## src/rtl/ecr_allocator.sv

```systemverilog
// ecr_allocator: issue-side allocator for execution condition registers.
// Grants the lowest free ECR to each issued branch and writes Busy into the
// ECR file for it. Tracks the ECR that new instructions depend on and keeps a
// reference count per ECR. An ECR is recycled once it is resolved,
// unreferenced and no longer current.

module ecr_allocator_chk #(
    parameter int NUM_ECRS = 2
) (
    input logic                clk,
    input logic                rst_n,
    input logic [NUM_ECRS-1:0] i_uflow
);

    // A release must never find the reference counter already at zero.
    a_no_underflow: assert property (@(posedge clk) disable iff (!rst_n) i_uflow == {NUM_ECRS{1'b0}})
        else $error("ecr_allocator: reference counter underflow");

endmodule

module ecr_allocator #(
    parameter int NUM_ECRS  = 2,
    parameter int NUM_SICS  = 2,
    parameter int REF_WIDTH = 4
) (
    input  logic                                  clk,
    input  logic                                  rst_n,
    input  logic                                  alloc_req,
    output logic                                  alloc_ready,
    output logic [$clog2(NUM_ECRS)-1:0]           alloc_id,
    input  logic                                  acq_req,
    output logic                                  acq_ready,
    output logic [$clog2(NUM_ECRS)-1:0]           cur_ecr_id,
    input  logic [NUM_SICS-1:0]                   rel_valid,
    input  logic [NUM_SICS*$clog2(NUM_ECRS)-1:0]  rel_id,
    input  logic [2*NUM_ECRS-1:0]                 ecr_states,
    output logic                                  issue_wen,
    output logic [$clog2(NUM_ECRS)-1:0]           issue_write_addr,
    output logic [1:0]                            issue_wdata,
    output logic [$clog2(NUM_ECRS):0]             free_count
);

    localparam int IW   = $clog2(NUM_ECRS);
    localparam int CNTW = IW + 1;
    localparam int RCW  = $clog2(NUM_SICS + 1);
    localparam int SW   = ((REF_WIDTH > RCW) ? REF_WIDTH : RCW) + 1;
    localparam logic [REF_WIDTH-1:0] REF_MAX = {REF_WIDTH{1'b1}};

    // PENDING covers the cycle in which the ECR file write is still landing,
    // so a stale resolved value cannot reclaim a freshly granted ECR.
    typedef enum logic [1:0] {
        ST_FREE    = 2'b00,
        ST_PENDING = 2'b01,
        ST_LIVE    = 2'b10
    } ecr_st_e;

    ecr_st_e              r_state      [NUM_ECRS];
    logic [REF_WIDTH-1:0] r_refcnt     [NUM_ECRS];
    logic [IW-1:0]        r_cur;
    logic [CNTW-1:0]      r_free_count;

    ecr_st_e              w_state_nxt  [NUM_ECRS];
    logic [REF_WIDTH-1:0] w_refcnt_nxt [NUM_ECRS];
    logic [SW-1:0]        w_rel_cnt    [NUM_ECRS];
    logic [SW-1:0]        w_sum        [NUM_ECRS];
    logic [NUM_ECRS-1:0]  w_uflow;
    logic [IW-1:0]        w_alloc_id;
    logic [IW-1:0]        w_cur_nxt;
    logic [CNTW-1:0]      w_free_count_nxt;
    logic                 w_any_free;
    logic                 w_alloc_fire;
    logic                 w_acq_ready;
    logic                 w_acq_fire;

    // Lowest-index FREE ECR is the grant candidate.
    always_comb begin
        w_alloc_id = {IW{1'b0}};
        w_any_free = 1'b0;
        for (int k = NUM_ECRS - 1; k >= 0; k--) begin
            if (r_state[k] == ST_FREE) begin
                w_alloc_id = IW'(k);
                w_any_free = 1'b1;
            end else begin
                w_alloc_id = w_alloc_id;
                w_any_free = w_any_free;
            end
        end
    end

    // Handshakes; reset gates the write enable so it drops immediately.
    always_comb begin
        w_alloc_fire = alloc_req && w_any_free && rst_n;
        w_acq_ready  = (r_refcnt[r_cur] != REF_MAX);
        w_acq_fire   = acq_req && w_acq_ready;
        w_cur_nxt    = w_alloc_fire ? w_alloc_id : r_cur;
    end

    // Count returned references per ECR; out-of-range ids match nothing.
    always_comb begin
        for (int k = 0; k < NUM_ECRS; k++) begin
            w_rel_cnt[k] = {SW{1'b0}};
            for (int i = 0; i < NUM_SICS; i++) begin
                if (rel_valid[i] && (rel_id[i*IW +: IW] == IW'(k))) begin
                    w_rel_cnt[k] = w_rel_cnt[k] + SW'(1'b1);
                end else begin
                    w_rel_cnt[k] = w_rel_cnt[k];
                end
            end
        end
    end

    // Net acquire/release per ECR, holding at zero instead of wrapping.
    always_comb begin
        for (int k = 0; k < NUM_ECRS; k++) begin
            w_sum[k] = SW'(r_refcnt[k]) + ((w_acq_fire && (r_cur == IW'(k))) ? SW'(1'b1) : SW'(1'b0));
            if (w_rel_cnt[k] > w_sum[k]) begin
                w_uflow[k]      = 1'b1;
                w_refcnt_nxt[k] = {REF_WIDTH{1'b0}};
            end else begin
                w_uflow[k]      = 1'b0;
                w_refcnt_nxt[k] = REF_WIDTH'(w_sum[k] - w_rel_cnt[k]);
            end
        end
    end

    // Per-ECR lifecycle: grant, settle, and reclaim when resolved and idle.
    always_comb begin
        for (int k = 0; k < NUM_ECRS; k++) begin
            w_state_nxt[k] = r_state[k];
            case (r_state[k])
                ST_FREE: begin
                    if (w_alloc_fire && (w_alloc_id == IW'(k))) begin
                        w_state_nxt[k] = ST_PENDING;
                    end else begin
                        w_state_nxt[k] = ST_FREE;
                    end
                end
                ST_PENDING: begin
                    w_state_nxt[k] = ST_LIVE;
                end
                ST_LIVE: begin
                    if ((ecr_states[2*k +: 2] != 2'b00) && (w_cur_nxt != IW'(k)) &&
                        (w_refcnt_nxt[k] == {REF_WIDTH{1'b0}})) begin
                        w_state_nxt[k] = ST_FREE;
                    end else begin
                        w_state_nxt[k] = ST_LIVE;
                    end
                end
                default: begin
                    w_state_nxt[k] = ST_FREE;
                end
            endcase
        end
    end

    // Population count of FREE ECRs after this edge.
    always_comb begin
        w_free_count_nxt = {CNTW{1'b0}};
        for (int k = 0; k < NUM_ECRS; k++) begin
            if (w_state_nxt[k] == ST_FREE) begin
                w_free_count_nxt = w_free_count_nxt + CNTW'(1'b1);
            end else begin
                w_free_count_nxt = w_free_count_nxt;
            end
        end
    end

    // State registers; ECR 0 comes out of reset live and current.
    always_ff @(posedge clk or negedge rst_n) begin
        if (!rst_n) begin
            r_cur        <= {IW{1'b0}};
            r_free_count <= CNTW'(NUM_ECRS - 1);
            for (int k = 0; k < NUM_ECRS; k++) begin
                r_state[k]  <= (k == 0) ? ST_LIVE : ST_FREE;
                r_refcnt[k] <= {REF_WIDTH{1'b0}};
            end
        end else begin
            r_cur        <= w_cur_nxt;
            r_free_count <= w_free_count_nxt;
            for (int k = 0; k < NUM_ECRS; k++) begin
                r_state[k]  <= w_state_nxt[k];
                r_refcnt[k] <= w_refcnt_nxt[k];
            end
        end
    end

    assign alloc_ready      = w_any_free;
    assign alloc_id         = w_alloc_id;
    assign acq_ready        = w_acq_ready;
    assign cur_ecr_id       = r_cur;
    assign issue_wen        = w_alloc_fire;
    assign issue_write_addr = w_alloc_fire ? w_alloc_id : {IW{1'b0}};
    assign issue_wdata      = 2'b00;
    assign free_count       = r_free_count;

    ecr_allocator_chk #(.NUM_ECRS(NUM_ECRS)) u_chk (
        .clk     (clk),
        .rst_n   (rst_n),
        .i_uflow (w_uflow)
    );

endmodule

```

## config.mk

```make
export PLATFORM = sky130hd
export DESIGN_NAME = ecr_allocator
export DESIGN_NICKNAME = d
export VERILOG_FILES = /design/src/rtl/ecr_allocator.sv
export SDC_FILE = /design/constraint.sdc
export NUM_CORES = 1
export LEC_CHECK = 0
export BUFFER_PORTS_ARGS = -buffer_cell sky130_fd_sc_hd__buf_4
export CELL_PAD_IN_SITES_DETAIL_PLACEMENT = 1
export CELL_PAD_IN_SITES_GLOBAL_PLACEMENT = 2
export CORE_ASPECT_RATIO = 0.9
export CORE_MARGIN = 1
export CORE_UTILIZATION = 36
export DETAILED_ROUTE_END_ITERATION = 7
export PLACE_DENSITY = 0.91
export SLEW_MARGIN = 5
export SYNTH_ARGS = -nofsm -noshare
export SYNTH_HDL_FRONTEND = slang
export SYNTH_SLANG_ARGS = --single-unit
```

## constraint.sdc

```tcl
create_clock -name clk -period 8.5 [get_ports clk]
set_clock_uncertainty 0.2 [all_clocks]
set_input_delay 1.275 -clock clk [delete_from_list [all_inputs] [get_ports clk]]
set_output_delay 1.275 -clock clk [all_outputs]
set_load 0.1 [all_outputs]
```

==> metrics.cfg, run 1 <==
[setup_path]
worstPathRequired_ns = 8.47
endpoint_kind = flop
cp_common_cell = ha_1
crit_path_start_kind = primary input
r2r_cells = 13
worst-path-buf-inv = 3
path_class = in2reg
slowest_stage = fa_1
cp.arrival_ns = 3.90
cp_cell_sequence = buf_4 -> and3_1 -> ha_1 -> inv_1 -> ha_1 -> inv_1 -> fa_1 -> nand3b_1 -> nor4b_1 -> mux2i_1 -> a31oi_1 -> a21o_1 -> ha_1
max_stage_delay_ns = 0.44
crit_cells = 13
critPathMaxFanout = 3
path_delay_family = adder cells

[floorplanning]
start_util = 0.386
core-area_mm2 = 0.00311
die_y_um = 56.8
io_pins = 22
rows = 19
die_w_um = 62.9
dieArea_mm2 = 0.00357

[global_route]
grt_pass1_wl_um = 4480
grt_max_degree = 18
antenna_found_initial = 0
grt-ovfl-total = 0
grt_pass1_vias = 1026
grt_usage = 0.162

[detailed_routing]
ant_nets = 0
drc_errors = 0
drt_iter0_markers = 22
first_pass_iters = 4
wire_per_inst_um = 14.3
routed_wl_um = 2670
routed_via_density = 5.17
num_vias = 967

[sta]
finalCritPeriodShare = 0.463
worstMarginPinSlew_ns = 0.497
hold_viol = 0
period_minus_slack_ns = 3.93
rsz0062_at_grt = false
setup_viol = 0
finalMaxSlewViolations = 0
slew_headroom = 0.668
setup_tns_ns = 0
fmax_ghz = 0.254

[yosys]
syn_avg_cell_area_um2 = 9.69
synth_largest_area_cell = dfrtp_1
yosysUniqueCellTypes = 44
synth_edf_count = 0
yosysMostFrequentCell = inv_1
ys_top_cells_by_area = dfrtp_1, ha_1, inv_1, dfstp_2, xor2_1
synthArstFlopShare = 1.00
synth_area_mm2 = 0.00120
syn_inst = 124
ys_ff_latch = 15
synth_common_cells = inv_1, ha_1, dfrtp_1
yosys.area.top_type_share = 0.271
yosysSeqAreaShare = 0.315
ys.flop_type = dfrtp_1
yosys_warnings = 0

[clocking]
clkTransAtPathRegs_ns = 0.07
numCtsBuffers = 3
clk_path_buf_depth = 2
clock-sinks = 15
cts_hold_buf = 0
cts_resized = 0
postCtsSetupBuffers = 0
htree_levels = 1
tritoncts = yes
clock_latency_ns = 0.25
cts_root_buffer = clkbuf_8

[placed_design]
dpl.hpwl_um = 2250
gp_congestion = 0.784
place_inst = 183
dpl_cell_area_mm2 = 0.00138
port_buffers = 19

[cells_and_area]
area_growth_pct = 19.0
instances_no_fill = 187
diodes = 0
drive_above_1_share = 0.228
nNetsFinal = 175
final_cell_area_mm2 = 0.00143

[worst_hold_path]
worstHoldPathCells = 1
hold_path_class = reg2reg

[job]
max-cap-violations = 0

[run_status]
outcome = complete, no violations

==> sequential cells by signal, summed over array words and instances, names as in the netlist <==
register / cells
r_refcnt: 8
cur_ecr_id: 1
r_state: 4
free_count: 2
==> per-stage QoR <==
| step | utilization | hold slack, ns | setup slack [ns] |
|---|---|---|---|
| floorplan | - | 0.318 | 2.82 |
| global placement | 0.443 | 0.355 | 4.35 |
| detailed placement | 0.443 | 0.367 | 4.33 |
| CTS | 0.459 | 0.380 | 4.57 |
| global route | 0.459 | 0.420 | 4.46 |
| finish | 0.459 | 0.382 | 4.57 |
==> path summary, 6_finish.rpt <==
path	slack (ns)	endpoint	start
hold / removal	0.38	r_state[0]$_DFF_PN0_	r_state[0]$_DFF_PN0_
min in group asynchronous	0.67	r_state[0]$_DFF_PN0_	rst_n
setup reg to reg	5.08	free_count[0]$_DFF_PN1_	r_refcnt[3]$_DFF_PN0_
hold reg to reg	0.38	r_state[0]$_DFF_PN0_	r_state[0]$_DFF_PN0_
max in group asynchronous	7.18	r_state[3]$_DFF_PN1_	rst_n
setup / recovery	4.57	free_count[0]$_DFF_PN1_	acq_req
==> routing by layer <==
layer | global-route usage | up-vias | wire length (µm)
li1 | - | 473 | -
met1 | 0.180 | 481 | 1130
met2 | 0.307 | 11 | 1480
met3 | 0.0305 | 2 | 38
met4 | 0.0498 | 0 | 23
met5 | 0 | - | 0
==> cells in the final DEF (no fill, tap or decap), types with 2 or more instances in the layout <==
cell type,count
clkbuf_8,3
buf_4,19
o21ai_0,2
nand2_1,3
dfstp_2,2
ha_1,15
and2b_1,2
a21o_1,2
xor2_1,5
nand2b_1,4
nand3b_1,2
and2_1,4
and3_1,2
dfrtp_1,13
nor2_1,8
conb_1,2
inv_1,16
nor4_1,3
nand3_1,4
nor2b_1,3
nor3_2,2
nor3_1,3
nand4_1,2
fa_1,2
a21oi_1,2
==> logic make-up after synthesis <==
family | synth area share
xor gates and xnor gates | 0.0667
buffers and inverters | 0.0667
AOI/OAI and AO/OA | 0.107
DFF | 0.315
other | 0.00312
and+or+nand+nor | 0.234
muxes | 0.0177
adders and majority gates | 0.190
==> layout make-up <==
class,instances,area (µm²)
fillers,374,1690
multi-input cells,91,747
flip-flops and latches,15,378
repair buffers,19,143
inverters,16,60.1
well taps,42,52.6
clock buffers,3,41.3
clock inverters,1,7.51
Power of run 1 is not shown: default switching activity piles up to over one toggle a cycle in this logic, so the estimate is an artifact.
==> run 2, diff against run 1 <==
CORE_UTILIZATION = 34   (was 36)
PLACE_DENSITY = 0.87   (was 0.91)
clock period = 3.8 ns   (was 8.5 ns; I/O delays follow)
==> run 2 against run 1 <==
Effect of this change: flip-flop and latch count unchanged; routed wire length up 0.56%; design area up 1.7%; sequential share of layout area down 0.43 points; core utilization down 2.9 points; critical path type is now reg2reg.
==> metrics.cfg, run 2 (synthesis gave the netlist of run 1 again) <==
[clocking]
htree_levels = 1  ; unchanged
clkTransAtPathRegs_ns = 0.06  ; about the same
cts_root_buffer = clkbuf_8
tritoncts = yes
postCtsSetupBuffers = 0  ; unchanged
numCtsBuffers = 3  ; unchanged
clock_latency_ns = 0.25  ; about the same
clock-sinks = 15  ; unchanged
clk_path_buf_depth = 2  ; unchanged

[global_route]
antenna_found_initial = 0  ; unchanged
grt_pass1_wl_um = 4670  ; +4.3%
grt_pass1_vias = 1029  ; +0.29%
grt_max_degree = 18  ; unchanged
grt-ovfl-total = 0  ; unchanged
grt_usage = 0.162  ; +0.000324

[sta]
finalCritPeriodShare = 0.868
whs_ns = 0.417  ; +0.0345 ns
rsz0062_at_grt = false
setup_viol = 0  ; unchanged
period_minus_slack_ns = 3.30
hold_viol = 0  ; unchanged
slew_headroom = 0.639  ; -0.0287
finalMaxSlewViolations = 0  ; unchanged
fmax_ghz = 0.303
worstMarginPinSlew_ns = 0.540  ; +0.0429 ns
setup_tns_ns = 0  ; unchanged

[cells_and_area]
largest_reg_flops = 8  ; unchanged
area_growth_pct = 20.9
final_cell_area_mm2 = 0.00145  ; +1.7%
nNetsFinal = 176  ; +0.57%
final_common_cell = buf_4
num-fill-cells = 404  ; +8.0%
diodes = 0  ; unchanged
seqCellArea_um2 = 378  ; unchanged
final_cell_mix = buf_4, inv_1, ha_1, dfrtp_1, nor2_1
top_register = r_refcnt
drive_above_1_share = 0.240  ; +0.0121
multi_input_area_um2 = 762  ; +2.0%

[worst_hold_path]
hold_path_class = reg2reg
hold_end = r_state[2]$_DFF_PN0_
hold_start = r_state[2]$_DFF_PN0_
worstHoldPathCells = 1  ; unchanged

[setup_path]
endpoint_kind = flop
r2r_cells = 12  ; -1
path_class = reg2reg
cp.arrival_ns = 3.27  ; -0.63 ns
crit_path_start_kind = flop
regToRegEndpoint = free_count[0]$_DFF_PN1_
r2r-start = r_refcnt[7]$_DFF_PN0_
worstPathRequired_ns = 3.78  ; -4.69 ns
critPathMaxFanout = 4  ; +1
r2r_slack_ns = 0.50  ; -4.58 ns

[floorplanning]
io_pins = 22  ; unchanged
rows = 20  ; +1
dieArea_mm2 = 0.00377  ; +5.7%
start_util = 0.356  ; -0.0301
die_w_um = 64.7  ; +2.8%
die_y_um = 58.4  ; +2.8%
core-area_mm2 = 0.00338  ; +8.5%

[detailed_routing]
routed_via_density = 4.99  ; -3.4%
num_vias = 949  ; -1.9%
first_pass_iters = 4  ; unchanged
routed_wl_um = 2690  ; +0.56%
drt_iter0_markers = 24  ; +9.1%
wire_per_inst_um = 14.1  ; -1.0%
ant_nets = 0  ; unchanged
drc_errors = 0  ; unchanged

[placed_design]
gp_congestion = 0.854  ; +9.0%
dpl_cell_area_mm2 = 0.00140  ; +1.3%
dpl.hpwl_um = 2230  ; -1.0%
port_buffers = 19  ; unchanged

[job]
max-cap-violations = 0  ; unchanged

[run_status]
outcome = complete, no violations

-- run 2: cell types whose count changed in the layout (fill, tap and decap cells not counted), sizes merged --
cell         before  now
clkbuf            3    4
clkinvlp          1    0
dlygate4sd3       0    1
-- run 2: per-layer routing --
layer,wire [µm],share of wire,vias up,track usage
met1,1170,0.43,468,0.188
li1,-,-,469,-
met5,0,0,-,0
met4,44,0.016,0,0.0571
met2,1440,0.54,8,0.310
met3,33,0.012,4,0.0174
-- run 2: stage by stage --
stage	utilization	instances	setup WS, ns
2_1_floorplan	-	125	0.269
5_1_grt	0.430	190	0.207
3_3_place_gp	0.414	185	0.446
6_report	0.430	190	0.500
3_5_place_dp	0.414	185	0.393
4_1_cts	0.430	190	0.457
-- run 2: area by class of cell --
type | instances | share of cell area
inverters | 16 | 0.0413
flip-flops and latches | 15 | 0.260
clock buffers | 4 | 0.0310
repair buffers | 20 | 0.105
multi-input cells | 91 | 0.525
well taps | 44 | 0.0379
-- run 2: how the worst max path moves through the flow --
stage	startpoint	endpoint	slack (ns)	cells past startpoint
3_5_place_dp	acq_req	free_count[0]$_DFF_PN1_	0.39	12
6_report	r_refcnt[7]$_DFF_PN0_	free_count[0]$_DFF_PN1_	0.50	12
4_1_cts	r_refcnt[7]$_DFF_PN0_	free_count[0]$_DFF_PN1_	0.46	12
2_1_floorplan	cur_ecr_id$_DFF_PN0_	free_count[0]$_DFF_PN1_	0.27	11
5_1_grt	r_refcnt[7]$_DFF_PN0_	free_count[0]$_DFF_PN1_	0.21	12
3_3_place_gp	acq_req	free_count[0]$_DFF_PN1_	0.45	12
-- run 2: repair_timing --
item / CTS / global route
endpoints found under the hold margin: 13 / 0
hold buffers: 1 / 0
gates resized for setup: 0 / 0
-- run 2: critical path, cell delays in order (launching register included) --
cell and delay (ns):
dfrtp_1 0.42, nand4_1 0.15, and3b_1 0.21, ha_1 0.20, ha_1 0.35, inv_1 0.06, ha_1 0.32, and2b_1 0.18
nor4_1 0.36, a211oi_2 0.16, o221ai_2 0.22, a21oi_1 0.11, ha_1 0.30
Power of run 2 is left out for the same reason.
